--- config.mk ---
export PLATFORM = sky130hd
export DESIGN_NAME = alu_share_arbiter_flat
export DESIGN_NICKNAME = d
export VERILOG_FILES = /design/src/rtl/alu_share_arbiter_if.sv /design/src/rtl/alu_share_arbiter.sv /design/src/flat_wrapper.sv
export SDC_FILE = /design/constraint.sdc
export NUM_CORES = 1
export LEC_CHECK = 0
export BUFFER_PORTS_ARGS = -buffer_cell sky130_fd_sc_hd__buf_2
export CORE_MARGIN = 2
export CORE_UTILIZATION = 35
export DETAILED_ROUTE_END_ITERATION = 10
export HOLD_SLACK_MARGIN = 0.15
export SLEW_MARGIN = 15
export SYNTH_ARGS = -nofsm -noshare
export SYNTH_HDL_FRONTEND = slang
export SYNTH_SLANG_ARGS = --single-unit
--- constraint.sdc ---
create_clock -name clk -period 6.7 [get_ports clk]
set_clock_uncertainty 0.05 [all_clocks]
set_input_delay 0.67 -clock clk [delete_from_list [all_inputs] [get_ports clk]]
set_output_delay 0.67 -clock clk [all_outputs]
set_load 0.1 [all_outputs]
--- src/rtl/alu_share_arbiter_if.sv ---
// alu_share_arbiter_if: request/response bundle between two ALU clients, the shared-ALU arbiter and the result consumer.
interface alu_share_arbiter_if #(
  parameter int WIDTH = 64,
  parameter int OP_W  = 4
);
  logic             req0_valid;
  logic             req0_ready;
  logic [OP_W-1:0]  req0_op;
  logic [WIDTH-1:0] req0_a;
  logic [WIDTH-1:0] req0_b;
  logic             req1_valid;
  logic             req1_ready;
  logic [OP_W-1:0]  req1_op;
  logic [WIDTH-1:0] req1_a;
  logic [WIDTH-1:0] req1_b;
  logic             rsp_valid;
  logic             rsp_ready;
  logic             rsp_id;
  logic [WIDTH-1:0] rsp_result;
  logic             rsp_zero;
  modport master (
    output req0_valid, req0_op, req0_a, req0_b,
    output req1_valid, req1_op, req1_a, req1_b,
    output rsp_ready,
    input  req0_ready, req1_ready,
    input  rsp_valid, rsp_id, rsp_result, rsp_zero
  );
  modport slave (
    input  req0_valid, req0_op, req0_a, req0_b,
    input  req1_valid, req1_op, req1_a, req1_b,
    input  rsp_ready,
    output req0_ready, req1_ready,
    output rsp_valid, rsp_id, rsp_result, rsp_zero
  );
endinterface

--- src/rtl/alu_share_arbiter.sv ---
// alu_share_arbiter: round-robin issue of two requesters into one ALU with a one-entry result pipe stage.
// Define ALU_ARB_STATS_EN to add per-requester saturating grant counters and a conflict flag.
module alu_share_arbiter #(
  parameter int WIDTH = 64,
  parameter int OP_W  = 4
) (
  input logic clk,
  input logic reset,
  alu_share_arbiter_if.slave bus
`ifdef ALU_ARB_STATS_EN
  ,
  output logic [15:0] gnt_cnt0,
  output logic [15:0] gnt_cnt1,
  output logic [0:0]  conflict
`endif
);
  localparam int SH_W = $clog2(WIDTH);
  localparam logic [OP_W-1:0] OP_AND = OP_W'(4'b0000);
  localparam logic [OP_W-1:0] OP_OR  = OP_W'(4'b0001);
  localparam logic [OP_W-1:0] OP_ADD = OP_W'(4'b0010);
  localparam logic [OP_W-1:0] OP_SUB = OP_W'(4'b0110);
  localparam logic [OP_W-1:0] OP_SLL = OP_W'(4'b1000);
  logic             can_issue;
  logic             both;
  logic             gnt;
  logic             accept;
  logic [OP_W-1:0]  op;
  logic [WIDTH-1:0] a;
  logic [WIDTH-1:0] b;
  logic [WIDTH-1:0] alu_res;
  logic             rsp_valid_d, rsp_valid_q;
  logic             rsp_id_d, rsp_id_q;
  logic             last_gnt_d, last_gnt_q;
  logic [WIDTH-1:0] rsp_result_d, rsp_result_q;
  // Readies are gated by reset so nothing is offered while the block is held.
  always_comb begin
    can_issue = ~rsp_valid_q | bus.rsp_ready;
    both      = bus.req0_valid & bus.req1_valid;
    gnt       = both ? ~last_gnt_q : bus.req1_valid;
    accept    = ~reset & can_issue & (bus.req0_valid | bus.req1_valid);
    op        = gnt ? bus.req1_op : bus.req0_op;
    a         = gnt ? bus.req1_a : bus.req0_a;
    b         = gnt ? bus.req1_b : bus.req0_b;
    alu_res   = op == OP_AND ? a & b :
                op == OP_OR  ? a | b :
                op == OP_ADD ? a + b :
                op == OP_SUB ? a - b :
                op == OP_SLL ? a << b[SH_W-1:0] : '0;
    rsp_valid_d  = accept | (rsp_valid_q & ~bus.rsp_ready);
    rsp_id_d     = accept ? gnt : rsp_id_q;
    rsp_result_d = accept ? alu_res : rsp_result_q;
    last_gnt_d   = accept ? gnt : last_gnt_q;
  end
  always_ff @(posedge clk or posedge reset) begin
    if (reset) begin
      rsp_valid_q  <= 1'b0;
      rsp_id_q     <= 1'b0;
      rsp_result_q <= '0;
      last_gnt_q   <= 1'b1;
    end else begin
      rsp_valid_q  <= rsp_valid_d;
      rsp_id_q     <= rsp_id_d;
      rsp_result_q <= rsp_result_d;
      last_gnt_q   <= last_gnt_d;
    end
  end
  assign bus.req0_ready = accept & ~gnt;
  assign bus.req1_ready = accept & gnt;
  assign bus.rsp_valid  = rsp_valid_q;
  assign bus.rsp_id     = rsp_id_q;
  assign bus.rsp_result = rsp_result_q;
  assign bus.rsp_zero   = rsp_result_q == '0;
`ifdef ALU_ARB_STATS_EN
  logic [15:0] cnt0_d, cnt0_q;
  logic [15:0] cnt1_d, cnt1_q;
  logic        conflict_d, conflict_q;
  always_comb begin
    cnt0_d     = (accept & ~gnt & ~&cnt0_q) ? cnt0_q + 16'd1 : cnt0_q;
    cnt1_d     = (accept & gnt & ~&cnt1_q) ? cnt1_q + 16'd1 : cnt1_q;
    conflict_d = ~reset & both & can_issue;
  end
  always_ff @(posedge clk or posedge reset) begin
    if (reset) begin
      cnt0_q     <= '0;
      cnt1_q     <= '0;
      conflict_q <= 1'b0;
    end else begin
      cnt0_q     <= cnt0_d;
      cnt1_q     <= cnt1_d;
      conflict_q <= conflict_d;
    end
  end
  assign gnt_cnt0 = cnt0_q;
  assign gnt_cnt1 = cnt1_q;
  assign conflict = conflict_q;
`endif
endmodule

--- src/flat_wrapper.sv ---
// flat-port wrapper written by rule: the top's interface ports become plain ports
module alu_share_arbiter_flat 
#(
  parameter int WIDTH = 64,
  parameter int OP_W  = 4
)
  (clk, reset, bus_req0_valid, bus_req0_op, bus_req0_a, bus_req0_b, bus_req1_valid, bus_req1_op, bus_req1_a, bus_req1_b, bus_rsp_ready, bus_req0_ready, bus_req1_ready, bus_rsp_valid, bus_rsp_id, bus_rsp_result, bus_rsp_zero);
  alu_share_arbiter_if #(.WIDTH(WIDTH), .OP_W(OP_W)) bus_i ();
  input logic clk;
  input logic reset;
  input wire logic [$bits(bus_i.req0_valid)-1:0] bus_req0_valid;
  input wire logic [$bits(bus_i.req0_op)-1:0] bus_req0_op;
  input wire logic [$bits(bus_i.req0_a)-1:0] bus_req0_a;
  input wire logic [$bits(bus_i.req0_b)-1:0] bus_req0_b;
  input wire logic [$bits(bus_i.req1_valid)-1:0] bus_req1_valid;
  input wire logic [$bits(bus_i.req1_op)-1:0] bus_req1_op;
  input wire logic [$bits(bus_i.req1_a)-1:0] bus_req1_a;
  input wire logic [$bits(bus_i.req1_b)-1:0] bus_req1_b;
  input wire logic [$bits(bus_i.rsp_ready)-1:0] bus_rsp_ready;
  output wire logic [$bits(bus_i.req0_ready)-1:0] bus_req0_ready;
  output wire logic [$bits(bus_i.req1_ready)-1:0] bus_req1_ready;
  output wire logic [$bits(bus_i.rsp_valid)-1:0] bus_rsp_valid;
  output wire logic [$bits(bus_i.rsp_id)-1:0] bus_rsp_id;
  output wire logic [$bits(bus_i.rsp_result)-1:0] bus_rsp_result;
  output wire logic [$bits(bus_i.rsp_zero)-1:0] bus_rsp_zero;
  assign bus_i.req0_valid = bus_req0_valid;
  assign bus_i.req0_op = bus_req0_op;
  assign bus_i.req0_a = bus_req0_a;
  assign bus_i.req0_b = bus_req0_b;
  assign bus_i.req1_valid = bus_req1_valid;
  assign bus_i.req1_op = bus_req1_op;
  assign bus_i.req1_a = bus_req1_a;
  assign bus_i.req1_b = bus_req1_b;
  assign bus_i.rsp_ready = bus_rsp_ready;
  assign bus_req0_ready = bus_i.req0_ready;
  assign bus_req1_ready = bus_i.req1_ready;
  assign bus_rsp_valid = bus_i.rsp_valid;
  assign bus_rsp_id = bus_i.rsp_id;
  assign bus_rsp_result = bus_i.rsp_result;
  assign bus_rsp_zero = bus_i.rsp_zero;
  alu_share_arbiter #(.WIDTH(WIDTH), .OP_W(OP_W)) u_core (.clk(clk), .reset(reset), .bus(bus_i));
endmodule
## Word level (Yosys, flattened, before mapping)

Index checks and enable logic that the tools add are counted.

| word-level totals | value |
|---|---|
| input port bits | 269 |
| register bits after elaboration | 67 |
| output and inout port bits | 69 |

| cells by class | value |
|---|---|
| shift-type cells | 1 |
| bitwise operators | 16 |
| reduce and logical (&&, ||, !) cells | 2 |
| multiplexer cells | 9 |
| eq/ne operators | 4 |
| add/subtract/negate cells | 2 |

Operators by type and width:

| cell | count |
|---|---|
| two-way mux 64 bit | 7 |
| adder 64 bit | 1 |
| bitwise AND 64 bit | 1 |
| logical NOT 64 bit | 1 |
| bitwise OR 64 bit | 1 |
| left shift 64 x 6 -> 64 bit | 1 |
| subtractor 64 bit | 1 |
| bitwise AND 1 bit | 6 |
| NOT 1 bit | 5 |
| equality test 4 x 1 -> 1 bit, second input constant | 1 |
| equality test 4 x 2 -> 1 bit, second input constant | 1 |
| equality test 4 x 3 -> 1 bit, second input constant | 1 |
| equality test 4 bit, second input constant | 1 |
| logical NOT 4 bit | 1 |
| two-way mux 4 bit | 1 |
| bitwise OR 1 bit | 3 |
| two-way mux 1 bit | 1 |

## Depth between registers and ports, before layout

| logic depth | value |
|---|---|
| word-level depth | 9 |
| mapped depth | 22 |
| mapped depth without buffers | 16 |

## Worst setup path after synthesis

Ideal clock, no wire load.

| path | value |
|---|---|
| kind | input port to flip-flop |
| start point | in bus_req1_valid |
| end point | reg u_core.rsp_result_q[62], in the netlist u_core.bus.rsp_result[62] |
| required time | 6.556 ns |
| path slack | 1.309 ns |
| path buffers | 7 |
| cell stages on the path | 21 |
| data arrival time | 5.247 ns |
| setup time | 0.094 ns |
| cells stage by stage | a21boi_4 buf_4 buf_2 buf_2 buf_2 clkbuf_1 clkbuf_1 nand2_1 and2_1 ha_1 buf_6 nor3_1 nand2_1 a211oi_2 o31ai_2 a2111oi_4 nor2_2 o211ai_2 a31oi_2 o41a_1 a211oi_1 |

| between the ends | value |
|---|---|
| word-level cells in the longest chain between the ends | 9 |

Ends and longest elaborated chain:

| element | RTL line | source |
|---|---|---|
| start: declaration | flat_wrapper.sv:15 | `input wire logic [$bits(bus_i.req1_valid)-1:0] bus_req1_valid;` |
| branches (longest 9 deep; another with subtractor 64 bit) | - |  |
| end signal: assignment | alu_share_arbiter.sv:63 | `rsp_result_q <= rsp_result_d;` |
| end: declaration | alu_share_arbiter.sv:34 | `logic [WIDTH-1:0] rsp_result_d, rsp_result_q;` |

Several ways; the timed one is not identified.
A chain may end at the register's enable or synchronous reset.

## Worst setup path after layout

| path | value |
|---|---|
| start point | reg u_core.last_gnt_q |
| end point | reg u_core.rsp_result_q[44], in the netlist u_core.bus.rsp_result[44] |

| between the ends | value |
|---|---|
| word-level cells in the longest chain between the ends | 9 |

Ends and longest elaborated chain:

| element | RTL line | source |
|---|---|---|
| start: declaration | alu_share_arbiter.sv:33 | `logic last_gnt_d, last_gnt_q;` |
| start signal: assignment | alu_share_arbiter.sv:64 | `last_gnt_q <= last_gnt_d;` |
| NOT 1 bit (*) | alu_share_arbiter.sv:39 | `gnt = both ? ~last_gnt_q : bus.req1_valid;` |
| two-way mux 1 bit (*) | alu_share_arbiter.sv:39 |  |
| branches (longest 6 deep; another with subtractor 64 bit) | - |  |
| two-way mux 64 bit (*) | alu_share_arbiter.sv:44 | `alu_res = op == OP_AND ? a & b :` |

Mark *: on every way between the ends.

==> run_results.csv <==
group,metric,value,unit
cells_and_area,multi_input_area,0.0178,mm^2
cts,cts_buffers,9,
cells_and_area,final_common_cell,"nand2_1",
global_route,grt_usage,36.4,%
timing,post-route-min-period,5.84,ns
cells_and_area,nets,3896,
global_route,grt_pass1_vias,24701,
power_and_ir_drop,power_density,221,mW/mm^2
run,drv_cap,0,
power_and_ir_drop,ir_worst_vdd,0.000259,V
cts,clock_latency,0.40,ns
logic_synthesis,yosysUniqueCellTypes,95,
logic_synthesis,synth_area,0.0211,mm^2
timing,fin_crit_sh,87.2,%
global_route,overflow,0,
logic_synthesis,syn-num-nets,3685,
route,drc_errors,0,
floorplan,dieArea,0.0623,mm^2
min_path,hp-class,"reg -> reg",
place,finalWeightedCongestion,1.06,
global_route,grt_pass1_wl,169,mm
timing,slew_headroom,16.5,%
critical_path,cp-end-kind,"flip-flop",
cts,clock_sinks,67,
global_route,antenna_found_initial,7,
cells_and_area,nFillCells,6531,
floorplan,ios,338,
critical_path,crit_fanout,53,
timing,setup_viol,0,
timing,worstMarginPinSlew,1.25,ns
floorplan,die_w,250,um
floorplan,core_area,0.0600,mm^2
floorplan,rows,90,
critical_path,critPathKind,"reg -> reg",
logic_synthesis,syn_avg_cell_area,6.55,um^2
global_route,grt_max_degree,70,
logic_synthesis,netlist_instances,3222,
logic_synthesis,yosys_most_used_dff,"dfrtp_1",
timing,tns,0,ns
cells_and_area,final_layout_size_suffix_gt1_share,15.8,%
route,wl_per_cell,27.8,um
status,status,"completed",
cells_and_area,syn_to_final_growth,13.2,%
cts,ctsHtreeMaxLevel,3,
route,drt-total-wl,118,mm
cts,cts_buffer_depth,2,
place,dpl-instance-area,0.0236,mm^2
route,viasPerCell,6.26,
cells_and_area,stdcell_area,0.0239,mm^2
timing,rsz0062_at_grt,"false",
cells_and_area,seq_area,0.00168,mm^2
route,first_pass_iters,6,
timing,fmax,171,MHz
cells_and_area,final_cell_mix,"nand2_1, buf_2, a21oi_1, nor2_1, mux2i_1",
critical_path,arrival,6.06,ns
cts,cts_tree,"done",
critical_path,cp.required,6.91,ns
floorplan,start_util,35.2,%
cts,cts-root-buf,"clkbuf_16",
place,dp_hpwl,94.7,mm
power_and_ir_drop,p_leak,11.3,nW
route,num_vias,26453,
logic_synthesis,synth_edf_count,0,
logic_synthesis,ys_async_sr_fraction,100,%
logic_synthesis,synth-seq-cells,67,
cts,ctsResizeCount,0,
critical_path,cp-start-kind,"flip-flop",
cts,cts_hold_buf,0,
route,drt-initial-drc-count,3269,
cts,clkSlewWorstSetupHoldPaths,0.07,ns
cts,cts_setup_buffers,0,
logic_synthesis,yosysSeqAreaShare,7.95,%
logic_synthesis,ys_warn_count,0,
timing,finalMaxSlewViolations,0,
route,ant_nets,0,
floorplan,fp.dieH,250,um
timing,hold_viol_final,0,
place,io_buffers,337,
flip-flops by register name (all words and copies together), names as in the netlist:
signal and cells:
u_core.last_gnt_q 1, u_core.bus.rsp_valid 1, u_core.bus.rsp_id 1, u_core.bus.rsp_result 64
synthesized netlist by cell type (all sizes together), types with 9 or more instances:
master | count | area share, %
a2111oi | 16 | 0.79
a211o | 13 | 0.54
a211oi | 56 | 2.0
a21o | 43 | 1.5
a21oi | 278 | 6.6
a221oi | 22 | 0.91
a31oi | 44 | 1.3
and2 | 73 | 2.2
and3 | 16 | 0.48
buf | 83 | 2.0
clkbuf | 138 | 2.5
dfrtp | 66 | 7.8
ha | 192 | 11
inv | 194 | 3.5
mux2 | 46 | 2.5
mux2i | 240 | 11
nand2 | 570 | 10
nand2b | 13 | 0.39
nand3 | 57 | 1.4
nand4 | 39 | 1.2
nor2 | 253 | 4.5
nor2b | 29 | 0.87
nor3 | 70 | 1.7
nor4 | 58 | 1.7
o211ai | 31 | 1.1
o21a | 13 | 0.46
o21ai | 224 | 5.3
o21bai | 32 | 1.1
o221ai | 13 | 0.54
o22ai | 35 | 1.0
o31ai | 34 | 1.2
or3 | 16 | 0.50
or4 | 9 | 0.33
xnor2 | 56 | 2.3
kinds of logic after synthesis:
logic type	synth area share [%]
compound gates	29.5
xor+xnor	2.49
fa+ha+maj	11.6
buf+inv	7.96
flops	7.95
mux	14.4
simple gates	26.1
through the flow:
| step | utilization, % | setup slack (ns) | cells | hold slack [ns] | total power, mW |
|---|---|---|---|---|---|
| CTS | 39.8 | 1.08 | 4220 | 0.454 | 5.15 |
| finish | 39.8 | 0.856 | 4225 | 0.459 | 5.27 |
| global route | 39.8 | 0.679 | 4220 | 0.495 | 5.51 |
| floorplan | - | 1.31 | 3222 | 0.470 | 3.30 |
| global placement | 39.3 | 0.915 | 4204 | 0.440 | 4.63 |
| detailed placement | 39.3 | 0.869 | 4204 | 0.437 | 4.61 |
metal layers:
| metal | vias to the layer above | wire, um | track usage, % | share of wire [%] |
|---|---|---|---|---|
| li1 | 11990 | - | - | - |
| met1 | 12598 | 46300 | 44.9 | 39 |
| met2 | 1511 | 50700 | 56.4 | 43 |
| met3 | 352 | 10500 | 7.33 | 9.0 |
| met4 | 2 | 10100 | 26.8 | 8.6 |
| met5 | - | 11 | 0 | 0.0094 |
report_power, final:
part / internal, mW / switching (mW)
registers: 0.480 / 0.120
clock network: 0.263 / 0.260
logic: 1.19 / 2.95
worst max-delay path, stage by stage, from the launching register on:
cell and delay [ns]:
dfstp_2 0.58, a21bo_4 0.76, buf_12 0.30, nand2_1 0.07, and2_1 0.19, ha_1 0.44
nor3_1 0.61, nand3_1 0.26, a211oi_1 0.30, nand4bb_1 0.27, nand3_1 0.21, nand4_1 0.22
nor2b_1 0.60, xnor2_1 0.14, a211oi_1 0.41, o21ai_0 0.16
final cells by class:
type | count | area share [%]
Antenna cell | 5 | 0.0524
Multi-Input combinational cell | 2737 | 74.5
Inverter | 197 | 3.10
Tap cell | 782 | 4.10
Timing Repair Buffer | 421 | 10.0
Clock inverter | 6 | 0.194
Sequential cell | 67 | 7.02
Clock buffer | 10 | 1.00
worst paths after layout:
| path | startpoint | cells after the start | slack (ns) | endpoint |
|---|---|---|---|---|
| worst max-delay path | u_core.last_gnt_q | 15 | 0.86 | u_core.bus.rsp_result[44] |
| worst max register to register | u_core.last_gnt_q | 15 | 0.86 | u_core.bus.rsp_result[44] |
| worst min register to register | u_core.bus.rsp_result[13] | 2 | 0.46 | u_core.bus.rsp_result[13] |
| worst min-delay path | u_core.bus.rsp_result[13] | 2 | 0.46 | u_core.bus.rsp_result[13] |
| max in group asynchronous | reset | 4 | 5.02 | u_core.bus.rsp_result[47] |
| min in group asynchronous | reset | 3 | 0.61 | u_core.bus.rsp_result[16] |
No activity file was read; power rests on OpenSTA's default activity.
